===== src/rtl/alu_pkg.sv =====
// alu_pkg: shared definitions for the multi-cycle ALU sequencer.
//   XLEN       - operand/result width (RV32I)
//   OP_*       - operation codes {funct7[5], funct3}
//   state_t    - sequencer state encoding
//   is_shift() - true for SLL/SRL/SRA
package alu_pkg;

  localparam int XLEN = 32;

  localparam logic [3:0] OP_ADD  = 4'b0000;
  localparam logic [3:0] OP_SUB  = 4'b1000;
  localparam logic [3:0] OP_SLL  = 4'b0001;
  localparam logic [3:0] OP_SLT  = 4'b0010;
  localparam logic [3:0] OP_SLTU = 4'b0011;
  localparam logic [3:0] OP_XOR  = 4'b0100;
  localparam logic [3:0] OP_SRL  = 4'b0101;
  localparam logic [3:0] OP_SRA  = 4'b1101;
  localparam logic [3:0] OP_OR   = 4'b0110;
  localparam logic [3:0] OP_AND  = 4'b0111;

  typedef enum logic [1:0] {
    ST_IDLE  = 2'd0,
    ST_EXEC  = 2'd1,
    ST_SHIFT = 2'd2,
    ST_DONE  = 2'd3
  } state_t;

  function automatic logic is_shift(input logic [3:0] op);
    return (op == OP_SLL) || (op == OP_SRL) || (op == OP_SRA);
  endfunction

endpackage


===== src/rtl/Xor32b.sv =====
// Xor32b: 32-bit bitwise XOR.
//   a, b - operands
//   y    - a ^ b
module Xor32b (
  input  logic [31:0] a,
  input  logic [31:0] b,
  output logic [31:0] y
);

  assign y = a ^ b;

endmodule


===== src/rtl/alu_logic_comb.sv =====
// alu_logic_comb: single-cycle ADD/SUB/SLT/SLTU/XOR/OR/AND datapath.
//   op      - operation code
//   a, b    - operands
//   res     - result (0 for shifts and illegal codes)
//   illegal - op is not an RV32I ALU operation
module alu_logic_comb
  import alu_pkg::*;
(
  input  logic [3:0]      op,
  input  logic [XLEN-1:0] a,
  input  logic [XLEN-1:0] b,
  output logic [XLEN-1:0] res,
  output logic            illegal
);

  logic [XLEN-1:0]        xor_y;
  logic signed [XLEN-1:0] a_s;
  logic signed [XLEN-1:0] b_s;

  assign a_s = a;
  assign b_s = b;

  Xor32b u_xor (
    .a (a),
    .b (b),
    .y (xor_y)
  );

  always_comb begin
    res     = '0;
    illegal = 1'b0;
    case (op)
      OP_ADD:  res = a + b;
      OP_SUB:  res = a - b;
      OP_SLT:  res = {{(XLEN-1){1'b0}}, (a_s < b_s)};
      OP_SLTU: res = {{(XLEN-1){1'b0}}, (a < b)};
      OP_XOR:  res = xor_y;
      OP_OR:   res = a | b;
      OP_AND:  res = a & b;
      // Shifts are legal but are produced by the sequencer's shift register.
      OP_SLL, OP_SRL, OP_SRA: res = '0;
      default: illegal = 1'b1;
    endcase
  end

endmodule


===== src/rtl/alu_mc_sequencer.sv =====
// alu_mc_sequencer: multi-cycle ALU controller for the RV32I core.
//   clk, rst_n            - clock (rising edge), async active-low reset
//   req_valid/req_ready   - request handshake carrying op, A, B
//   op                    - {funct7[5], funct3}
//   A, B                  - operands; B[4:0] is the shift amount for shifts
//   resp_valid/resp_ready - response handshake carrying result, resp_err
//   result                - operation result
//   resp_err              - op code was illegal
//   busy                  - high whenever not IDLE
// Shifts run iteratively, SHIFT_STEP bits per cycle (1, 2, 4, 8 or 16).
module alu_mc_sequencer #(
  parameter int SHIFT_STEP = 1,
  parameter int XLEN       = 32
) (
  input  logic            clk,
  input  logic            rst_n,
  input  logic            req_valid,
  output logic            req_ready,
  input  logic [3:0]      op,
  input  logic [XLEN-1:0] A,
  input  logic [XLEN-1:0] B,
  output logic            resp_valid,
  input  logic            resp_ready,
  output logic [XLEN-1:0] result,
  output logic            resp_err,
  output logic            busy
);

  import alu_pkg::*;

  localparam logic [4:0] STEP = 5'(SHIFT_STEP);

  state_t                 state;
  logic [4:0]             cnt;
  logic [3:0]             op_p0;
  logic signed [XLEN-1:0] a_p0;
  logic signed [XLEN-1:0] b_p0;
  logic signed [XLEN-1:0] sh_p0;
  logic [XLEN-1:0]        comb_res;
  logic                   comb_ill;
  logic [4:0]             amt;
  logic [XLEN-1:0]        sh_nxt;
  logic                   accept;

  function automatic logic [XLEN-1:0] shift_by(input logic [3:0] sop,
                                               input logic [XLEN-1:0] val,
                                               input logic [4:0] n);
    case (sop)
      OP_SLL:  return val << n;
      OP_SRA:  return $unsigned($signed(val) >>> n);
      default: return val >> n;
    endcase
  endfunction

  alu_logic_comb u_logic (
    .op      (op_p0),
    .a       (a_p0),
    .b       (b_p0),
    .res     (comb_res),
    .illegal (comb_ill)
  );

  assign accept = req_valid && req_ready;
  // Last partial step shifts only by what remains.
  assign amt    = (cnt < STEP) ? cnt : STEP;
  assign sh_nxt = shift_by(op_p0, sh_p0, amt);

  // Stage p0: operand capture and iterative shift register
  always_ff @(posedge clk) begin
    if (accept) begin
      op_p0 <= op;
      a_p0  <= A;
      b_p0  <= B;
      sh_p0 <= A;
    end else if (state == ST_SHIFT) begin
      sh_p0 <= sh_nxt;
    end
  end

  // Control FSM and response registers
  always_ff @(posedge clk or negedge rst_n) begin
    if (!rst_n) begin
      state      <= ST_IDLE;
      req_ready  <= 1'b1;
      resp_valid <= 1'b0;
      result     <= '0;
      resp_err   <= 1'b0;
      busy       <= 1'b0;
      cnt        <= '0;
    end else begin
      case (state)
        ST_IDLE: begin
          if (accept) begin
            req_ready <= 1'b0;
            busy      <= 1'b1;
            cnt       <= B[4:0];
            if (is_shift(op) && (B[4:0] != 5'd0)) state <= ST_SHIFT;
            else                                   state <= ST_EXEC;
          end
        end
        ST_EXEC: begin
          if (is_shift(op_p0)) begin
            result <= a_p0;
          end else begin
            result   <= comb_res;
            resp_err <= comb_ill;
          end
          resp_valid <= 1'b1;
          state      <= ST_DONE;
        end
        ST_SHIFT: begin
          if (cnt <= STEP) begin
            cnt        <= '0;
            result     <= sh_nxt;
            resp_valid <= 1'b1;
            state      <= ST_DONE;
          end else begin
            cnt <= cnt - STEP;
          end
        end
        ST_DONE: begin
          if (resp_ready) begin
            resp_valid <= 1'b0;
            resp_err   <= 1'b0;
            req_ready  <= 1'b1;
            busy       <= 1'b0;
            state      <= ST_IDLE;
          end
        end
        default: state <= ST_IDLE;
      endcase
    end
  end

endmodule


===== config.mk =====
export PLATFORM = sky130hd
export DESIGN_NAME = alu_mc_sequencer
export DESIGN_NICKNAME = d
export VERILOG_FILES = /design/src/rtl/alu_pkg.sv /design/src/rtl/Xor32b.sv /design/src/rtl/alu_logic_comb.sv /design/src/rtl/alu_mc_sequencer.sv
export SDC_FILE = /design/constraint.sdc
export NUM_CORES = 1
export LEC_CHECK = 0
export CAP_MARGIN = 10
export CORE_ASPECT_RATIO = 2
export CORE_UTILIZATION = 59
export DETAILED_ROUTE_END_ITERATION = 7
export PLACE_DENSITY = 0.79
export REMOVE_ABC_BUFFERS = 1
export SLEW_MARGIN = 30
export SYNTH_ARGS = -nofsm -noshare
export SYNTH_HDL_FRONTEND = slang
export SYNTH_SLANG_ARGS = --single-unit

===== constraint.sdc =====
create_clock -name clk -period 4.52 [get_ports clk]
set_input_delay 0.904 -clock clk [delete_from_list [all_inputs] [get_ports clk]]
set_output_delay 0.904 -clock clk [all_outputs]
set_load 0.005 [all_outputs]

# Yosys cells after proc, flatten, opt, wreduce, memory -nomap -nowiden
# Index checks and enable logic that the tools add are counted.
# W data, S select, Z words.
# word_totals
ff_bits	143
inputBits	72
output_inout_bits	36
latchBits	0
mem_bits_rw	0
memories	0
romBits	0
# classes
shift	3
n_mul	0
bitwise	3
magnitude_cmp	4
n_reduce_logical	22
add_sub_neg	3
n_mux	27
n_eq_ne	19
div_mod_pow	0
# op_table
op	n
$pmux W32 S7	1
$mux W32	4
$pmux W32 S2	2
$lt A32 B32 Y1	2
$add A32 B32 Y32	1
$and A32 B32 Y32	1
$or A32 B32 Y32	1
$shl A32 B5 Y32	1
$shr A32 B5 Y32	1
$sshr A32 B5 Y32	1
$sub A32 B32 Y32	1
$xor A32 B32 Y32	1
$eq A4 B3 Y1 const B	5
$mux W5	3
$eq A4 B4 Y1 const B	3
$reduce_and A3 Y1	4
$pmux W5 S2	1
$reduce_bool A2 Y1	5
$reduce_or A10 Y1	1
$eq A4 B1 Y1 const B	2
$eq A4 B2 Y1 const B	2
$mux W2	4
$pmux W2 S4	1
$mux W1	7
16 further kinds	26

# Logic depth before layout (Yosys ltp)
# Gate-level depths: netlist of the first run.
# depth
word_depth	7
mapped_depth	13

# Modules after synthesis
# From an unflattened synthesis of the first run, not the netlist that was laid out.
# hier_totals
hier_cells	1292
hier_area_um2	11529.8
# by_module_without_submodules
module	cells_each	seq_area_each_um2	instances	area_each_um2
alu_mc_sequencer	524	4080.2	1	6453.7
alu_logic_comb	736	0.0	1	4795.8
Xor32b	32	0.0	1	280.3

# Worst setup path after synthesis of the first run
# No wires, ideal clock.
# synth_timing
kind	input port to flip-flop
startpoint	in req_valid
endpoint	reg a_p0[0], enable pin
t_arrival_ps	3200
required_time_ps	4061
path_stages	3
path_slack_ps	861
setup_ps	459
path_cell_list	nand2_1 inv_1 clkbuf_1
# synth_between
elab_chain_len	1
# synth_lines
item	line	source
start, declared	alu_mc_sequencer.sv:17	input logic req_valid,
$logic_and A1 B1 Y1	alu_mc_sequencer.sv:63	assign accept = req_valid && req_ready;
net accept	alu_mc_sequencer.sv:43	logic accept;
end signal, assigned	alu_mc_sequencer.sv:72	a_p0 <= A;
end, declared	alu_mc_sequencer.sv:36	logic signed [XLEN-1:0] a_p0;
# The timed path passes the listed nets, and every way through them passes these cells.
# A chain may end at the register's enable or synchronous reset.

# Worst setup path after layout of the first run
# layout_timing
startpoint	reg a_p0[0]
endpoint	reg result[8]
# layout_between
elab_chain_len	4
word_cells_on_any_way	5
cone_classes	add/sub (2); mux (3)
# layout_lines
item	line	source
$sub A32 B32 Y32 or $add A32 B32 Y32 (tied branches)	alu_logic_comb.sv:34, alu_logic_comb.sv:33	
$pmux W32 S7 (*)	alu_logic_comb.sv:32	case (op)
$mux W32 (*)	alu_mc_sequencer.sv:102	if (is_shift(op_p0)) begin
$pmux W32 S2 (*)	alu_mc_sequencer.sv:91	case (state)
end signal, assigned	alu_mc_sequencer.sv:103	result <= a_p0;
end signal, assigned	alu_mc_sequencer.sv:105	result <= comb_res;
end signal, assigned	alu_mc_sequencer.sv:114	result <= sh_nxt;
end, declared	alu_mc_sequencer.sv:24	output logic [XLEN-1:0] result,
# Mark *: on every way between the ends. The rest lies on a longest branch, timed or not.

==> results of run 1 <==
[cell type report]
class	instances	share of cell area, %
clock inverters	13	1.77
well taps	255	2.42
inverters	107	3.06
repair buffers	127	9.31
multi-input cells	962	49.1
clock buffers	19	3.43
flip-flops and latches	143	30.9
[Yosys cell counts (8+ instances only)]
master / instances / area share (%)
mux2_2: 8 / 0.79
nand2_1: 132 / 4.3
o211ai_1: 21 / 1.4
mux2i_1: 36 / 3.2
a221oi_1: 30 / 2.3
a211oi_1: 17 / 1.1
nand4_1: 11 / 0.60
nand3_1: 18 / 0.79
inv_1: 105 / 3.5
a21oi_1: 121 / 5.3
o21bai_1: 12 / 0.79
clkbuf_8: 11 / 1.3
o31ai_1: 10 / 0.66
ha_1: 110 / 12
nand2b_1: 8 / 0.44
buf_2: 13 / 0.57
a21o_1: 15 / 0.99
nor2_1: 84 / 2.8
o21ai_1: 9 / 0.39
clkbuf_1: 50 / 1.6
nor3_1: 27 / 1.2
o22ai_1: 13 / 0.71
edfxtp_1: 100 / 26
a31oi_1: 11 / 0.60
o21ai_0: 132 / 5.8
nor2b_1: 12 / 0.66
dfrtp_1: 42 / 9.2
nor4_1: 11 / 0.60
xnor2_1: 13 / 1.0
[cell usage in the layout, fill, tap and decap left out, types with 17 or more instances in the layout]
master,count
nand2_1,132
o21ai_0,132
a21oi_1,120
ha_1,109
clkdlybuf4s50_1,106
inv_1,104
edfxtp_1,100
nor2_1,84
dfrtp_1,42
mux2i_1,36
a221oi_1,30
nor3_1,26
o211ai_1,21
buf_4,19
nand3_1,18
a211oi_1,17
clkbuf_16,17
[worst reg2reg max path, delay by kind of cell, from the launching register on]
| kind | cells | cell delay (ns) |
|---|---|---|
| and+or+nand+nor | 3 | 0.40 |
| xor gates and xnor gates | 1 | 0.15 |
| muxes | 1 | 0.14 |
| adders and majority gates | 2 | 0.58 |
| AOI/OAI and AO/OA | 3 | 1.44 |
| DFF | 1 | 0.42 |
| buffers and inverters | 2 | 0.17 |
[kinds of logic after synthesis]
group,Yosys count,synth area share (%)
xor+xnor,20,1.53
buf+inv,189,7.68
flops,143,35.7
compound gates,454,25.2
mux,44,3.95
simple gates,332,13.5
fa+ha+maj,112,12.4
[metal layers]
metal | track usage [%] | wire [µm]
met1 | 38.5 | 12600
met2 | 69.2 | 19700
met3 | 6.36 | 1960
met4 | 30.6 | 2880
met5 | 0 | 0
[state kept, by name, indices dropped and copies added, names as in the netlist]
name,cells
result,32
resp_valid,1
busy,1
op_p0,4
cnt,5
state,2
b_p0,32
sh_p0,32
resp_err,1
a_p0,32
req_ready,1
[metrics by stage]
step | std cells | hold WS (ns) | setup WS (ns) | util (%) | power (mW)
2_1_floorplan | 1212 | 0.465 | 0.143 | - | 4.56
3_3_place_gp | 1594 | 0.464 | 1.10 | 66.4 | 5.92
3_5_place_dp | 1594 | 0.465 | 1.05 | 66.4 | 6.02
4_1_cts | 1626 | 0.486 | 1.02 | 70.1 | 7.69
5_1_grt | 1626 | 0.492 | 0.839 | 70.1 | 8.16
6_report | 1626 | 0.489 | 1.05 | 70.1 | 7.74
[final timing paths]
| kind | cells after the start | slack [ns] | end | from |
|---|---|---|---|---|
| max in group asynchronous | 2 | 3.44 | result[17] | rst_n |
| hold / removal | 1 | 0.49 | result[5] | result[5] |
| hold reg to reg | 1 | 0.49 | result[5] | result[5] |
| setup reg to reg | 12 | 1.05 | result[8] | a_p0[0] |
| setup / recovery | 12 | 1.05 | result[8] | a_p0[0] |
| min in group asynchronous | 2 | 0.59 | result[25] | rst_n |
[report_power, final]
part	leakage [nW]	total [mW]	internal (mW)	switching (mW)
combinational	3.51	3.75	1.44	2.31
clock	0.337	1.64	1.06	0.576
sequential	1.49	2.35	1.98	0.367
==> flow_metrics.env, run 1 <==
export IMPL_drc=0
export IMPL_synth_distinct_cells=80
export IMPL_synth_edf_count=100
export IMPL_worstSetupStartpointType="flop"
export IMPL_cpLargestDelayFamily="compound AO/OA/AOI/OAI gates"
export IMPL_clockBufferDepth=2
export IMPL_multi_input_area_um2=6480
export IMPL_ys_warn_count=0
export IMPL_worst_path_max_delay_cell="a2111oi_0"
export IMPL_grt_overflow_total=0
export IMPL_port_buffers=107
export IMPL_fin_skew_ns=0.0105
export IMPL_crit_arrival_ns=3.77
export IMPL_path_cells="inv_1, ha_1, inv_1, fa_1, nor2b_1, o21ai_0, nand2_1, a211oi_1, mux2i_1, xnor2_1, a2111oi_0, nor2_1"
export IMPL_stdcell_area_um2=13200
export IMPL_post_cts_buffers=0
export IMPL_drtIter0Drc=736
export IMPL_drt_pre_antenna_iters=5
export IMPL_layout_nets=1542
export IMPL_ioPinCount=108
export IMPL_worst_path_most_repeated_cell="inv_1"
export IMPL_viasPerCell=6.50
export IMPL_peakVddDrop_v=0.000483
export IMPL_ys_ff_latch=143
export IMPL_cts_max_level=4
export IMPL_clk_latency_ns=0.46
export IMPL_critPathBufInv=2
export IMPL_initial_core_util_pct=60.6
export IMPL_synth_flop_cell="edfxtp_1"
export IMPL_ctsResizeCount=0
export IMPL_grt_pass1_wl_mm=56.6
export IMPL_finalCriticalPeriod_ns=3.47
export IMPL_p_per_area_nw_per_um2=586
export IMPL_place_hpwl_mm=26.9
export IMPL_netlist_area_um2=11400
export IMPL_crit_fanout=3
export IMPL_fillers=1488
export IMPL_finalSetupViolCount=0
export IMPL_tns_ns=0
export IMPL_core_area_um2=18800
export IMPL_clk_pin_slew_worst_paths_ns=0.06
export IMPL_die_w_um=100
export IMPL_root_buffer="clkbuf_16"
export IMPL_hold_buffers=0
export IMPL_num_vias=10600
export IMPL_power_leakage_nw=5.34
export IMPL_antenna_found_initial=0
export IMPL_synthArstFlopShare_pct=30.1
export IMPL_die_h_um=199
export IMPL_grt_start_max_net_pins=64
export IMPL_crit_type="reg -> reg"
export IMPL_route_detailed_wl_per_inst_um=22.8
export IMPL_slew_viol_final=0
export IMPL_cts_tree="built"
export IMPL_placed_area_um2=12500
export IMPL_postSynthAreaPerCell_um2=8.82
export IMPL_critPathMaxStageDelay_ns=0.73
export IMPL_row_count=71
export IMPL_crit_required_ns=4.82
export IMPL_max_freq_mhz=288
export IMPL_die_area_um2=19900
export IMPL_status="finished clean"
export IMPL_routed_wl_mm=37.1
export IMPL_max_slew_margin_pct=25.6
export IMPL_worst_pin_slew_ns=1.11
export IMPL_grt_usage_pct=38.5
export IMPL_finalHoldViolCount=0
export IMPL_netlist_instances=1294
export IMPL_gp_congestion=0.992
export IMPL_holdCritPathClass="reg -> reg"
export IMPL_rsz0062_at_grt="no"
export IMPL_fin_crit_sh_pct=76.8
export IMPL_grt_pass1_vias=10500
export IMPL_seq_area_um2=4080
export IMPL_numCtsBuffers=17
export IMPL_cp_end_kind="flop"
export IMPL_synthToLayoutAreaGrowth_pct=15.6
export IMPL_maxCapViolCount=0
export IMPL_antenna_left=0
export IMPL_drive_gt1_share_pct=6.78
export IMPL_clock_sinks=143
export IMPL_diodes=0
export IMPL_yosysSeqAreaShare_pct=35.7
No activity file was read; power rests on OpenSTA's default activity.
==> run 2: changes to the inputs <==
==> constraint.sdc (replaced) <==
create_clock -name clk -period 3.2 [get_ports clk]
set_input_delay 0.64 -clock clk [delete_from_list [all_inputs] [get_ports clk]]
set_output_delay 0.64 -clock clk [all_outputs]
set_load 0.005 [all_outputs]
==> flow_metrics.env, run 2 (synthesis gave the netlist of run 1 again) <==
export IMPL_layoutNonFillerInstCount=1699
export IMPL_crit_reg2reg_launch="b_p0[4]"
export IMPL_fin_crit_sh_pct=96.4
export IMPL_fin_skew_ns=0.0130
export IMPL_cts_tree="built"
export IMPL_layout_commonest_cell="nand2_1"
export IMPL_worstSetupStartpointType="flop"
export IMPL_finalSetupViolCount=0
export IMPL_hold_buffers=0
export IMPL_die_w_um=100
export IMPL_drive_gt1_share_pct=13.0
export IMPL_antenna_left=0
export IMPL_cts_max_level=4
export IMPL_die_h_um=199
export IMPL_grt_start_max_net_pins=117
export IMPL_place_hpwl_mm=29.8
export IMPL_layout_nets=1615
export IMPL_p_per_area_nw_per_um2=804
export IMPL_finalCriticalPeriod_ns=3.08
export IMPL_grt_overflow_total=0
export IMPL_crit_arrival_ns=3.48
export IMPL_critical_path_startpoint="b_p0[4]"
export IMPL_initial_core_util_pct=60.6
export IMPL_numCtsBuffers=17
export IMPL_grt_pass1_wl_mm=60.7
export IMPL_cp_end_kind="flop"
export IMPL_pre_cts_ws_ns=-0.0293
export IMPL_num_vias=11100
export IMPL_crit_fanout=9
export IMPL_clk_latency_ns=0.46
export IMPL_max_freq_mhz=324
export IMPL_placed_area_um2=13000
export IMPL_clock_sinks=143
export IMPL_maxCapViolCount=0
export IMPL_drt_pre_antenna_iters=6
export IMPL_die_area_um2=19900
export IMPL_synthToLayoutAreaGrowth_pct=21.1
export IMPL_worst_pin_slew_ns=0.756
export IMPL_clk_pin_slew_worst_paths_ns=0.07
export IMPL_grt_usage_pct=41.2
export IMPL_drtIter0Drc=793
export IMPL_core_area_um2=18800
export IMPL_fillers=1416
export IMPL_holdCritPathClass="in -> async"
export IMPL_drc=0
export IMPL_finalHoldViolCount=0
export IMPL_placed_cells=1661
export IMPL_viasPerCell=6.53
export IMPL_diodes=0
export IMPL_gp_congestion=1.01
export IMPL_stdcell_area_um2=13800
export IMPL_status="finished clean"
export IMPL_crit_required_ns=3.60
export IMPL_clockBufferDepth=2
export IMPL_root_buffer="clkbuf_16"
export IMPL_port_buffers=107
export IMPL_row_count=71
export IMPL_seq_area_um2=4080
export IMPL_layout_setup_ws_ns=0.115
export IMPL_slew_viol_final=0
export IMPL_tns_ns=0
export IMPL_crit_type="reg -> reg"
export IMPL_max_slew_margin_pct=48.2
export IMPL_multi_input_area_um2=6660
export IMPL_grt_pass1_vias=11500
export IMPL_antenna_found_initial=0
export IMPL_layout_common_cells="132 x nand2_1, 131 x o21ai_0, 119 x a21oi_1"
export IMPL_route_detailed_wl_per_inst_um=23.7
export IMPL_ioPinCount=108
export IMPL_routed_wl_mm=40.3
export IMPL_power_leakage_nw=5.64
export IMPL_peakVddDrop_v=0.00103
## run 2: cell count changes in the layout (fill, tap and decap cells not counted), moves of 3 or more
cell and change:
ha_1 -10, ha_2 +9, clkinv_4 -3, buf_4 +72, clkbuf_1 +4, bufinv_16 -5
## run 2: worst paths after layout
path	end	cells past startpoint	slack, ns
max	result[30]	13	0.12
min	result[23]	1	0.15
min in group clk	result[5]	1	0.49
min reg2reg	result[5]	1	0.49
max in group asynchronous	req_ready	2	2.17
max reg2reg	result[30]	13	0.12
## run 2: worst max-delay path: stages, from the launching register on
cell and delay [ns]:
edfxtp_1 0.39, inv_1 0.09, ha_2 0.44, o21ai_0 0.24, nor4_4 0.29, a211oi_1 0.08, buf_4 0.17, o211ai_2 0.22
buf_4 0.16, nand3_1 0.13, a311oi_2 0.36, o41ai_4 0.15, xor2_1 0.16, o21ai_1 0.13
## run 2: layer usage
layer,wire length [µm],GRT usage (%)
met1,13500,41.4
met2,21000,73.7
met3,2470,6.57
met4,3310,33.5
met5,0,0
## run 2: layout make-up
class / instances / area share, %
Timing Repair Buffer: 200 / 12.9
Tap cell: 255 / 2.31
Inverter: 107 / 2.92
Clock buffer: 24 / 3.57
Multi-Input combinational cell: 962 / 48.2
Clock inverter: 8 / 0.570
Sequential cell: 143 / 29.5
## run 2: report_power, final
part / switching [mW] / internal (mW)
Combinational: 3.49 / 2.31
Sequential: 0.531 / 2.80
Clock: 0.828 / 1.16
Total: 4.85 / 6.26
## run 2: through the flow
step                power (mW)  hold WS [ns]  util [%]
detailed placement        8.82         0.470      69.1
global placement          8.65         0.460      69.1
CTS                       10.8         0.158      72.2
floorplan                 6.44         0.344         -
global route              11.6         0.183      73.4
finish                    11.1         0.155      73.4
## run 2: timing repair
item,CTS,global route
pin swaps,0,9
gates resized for setup,1,38
setup endpoints to repair,3,21
endpoints found under the hold margin,0,0
buffers inserted,0,6
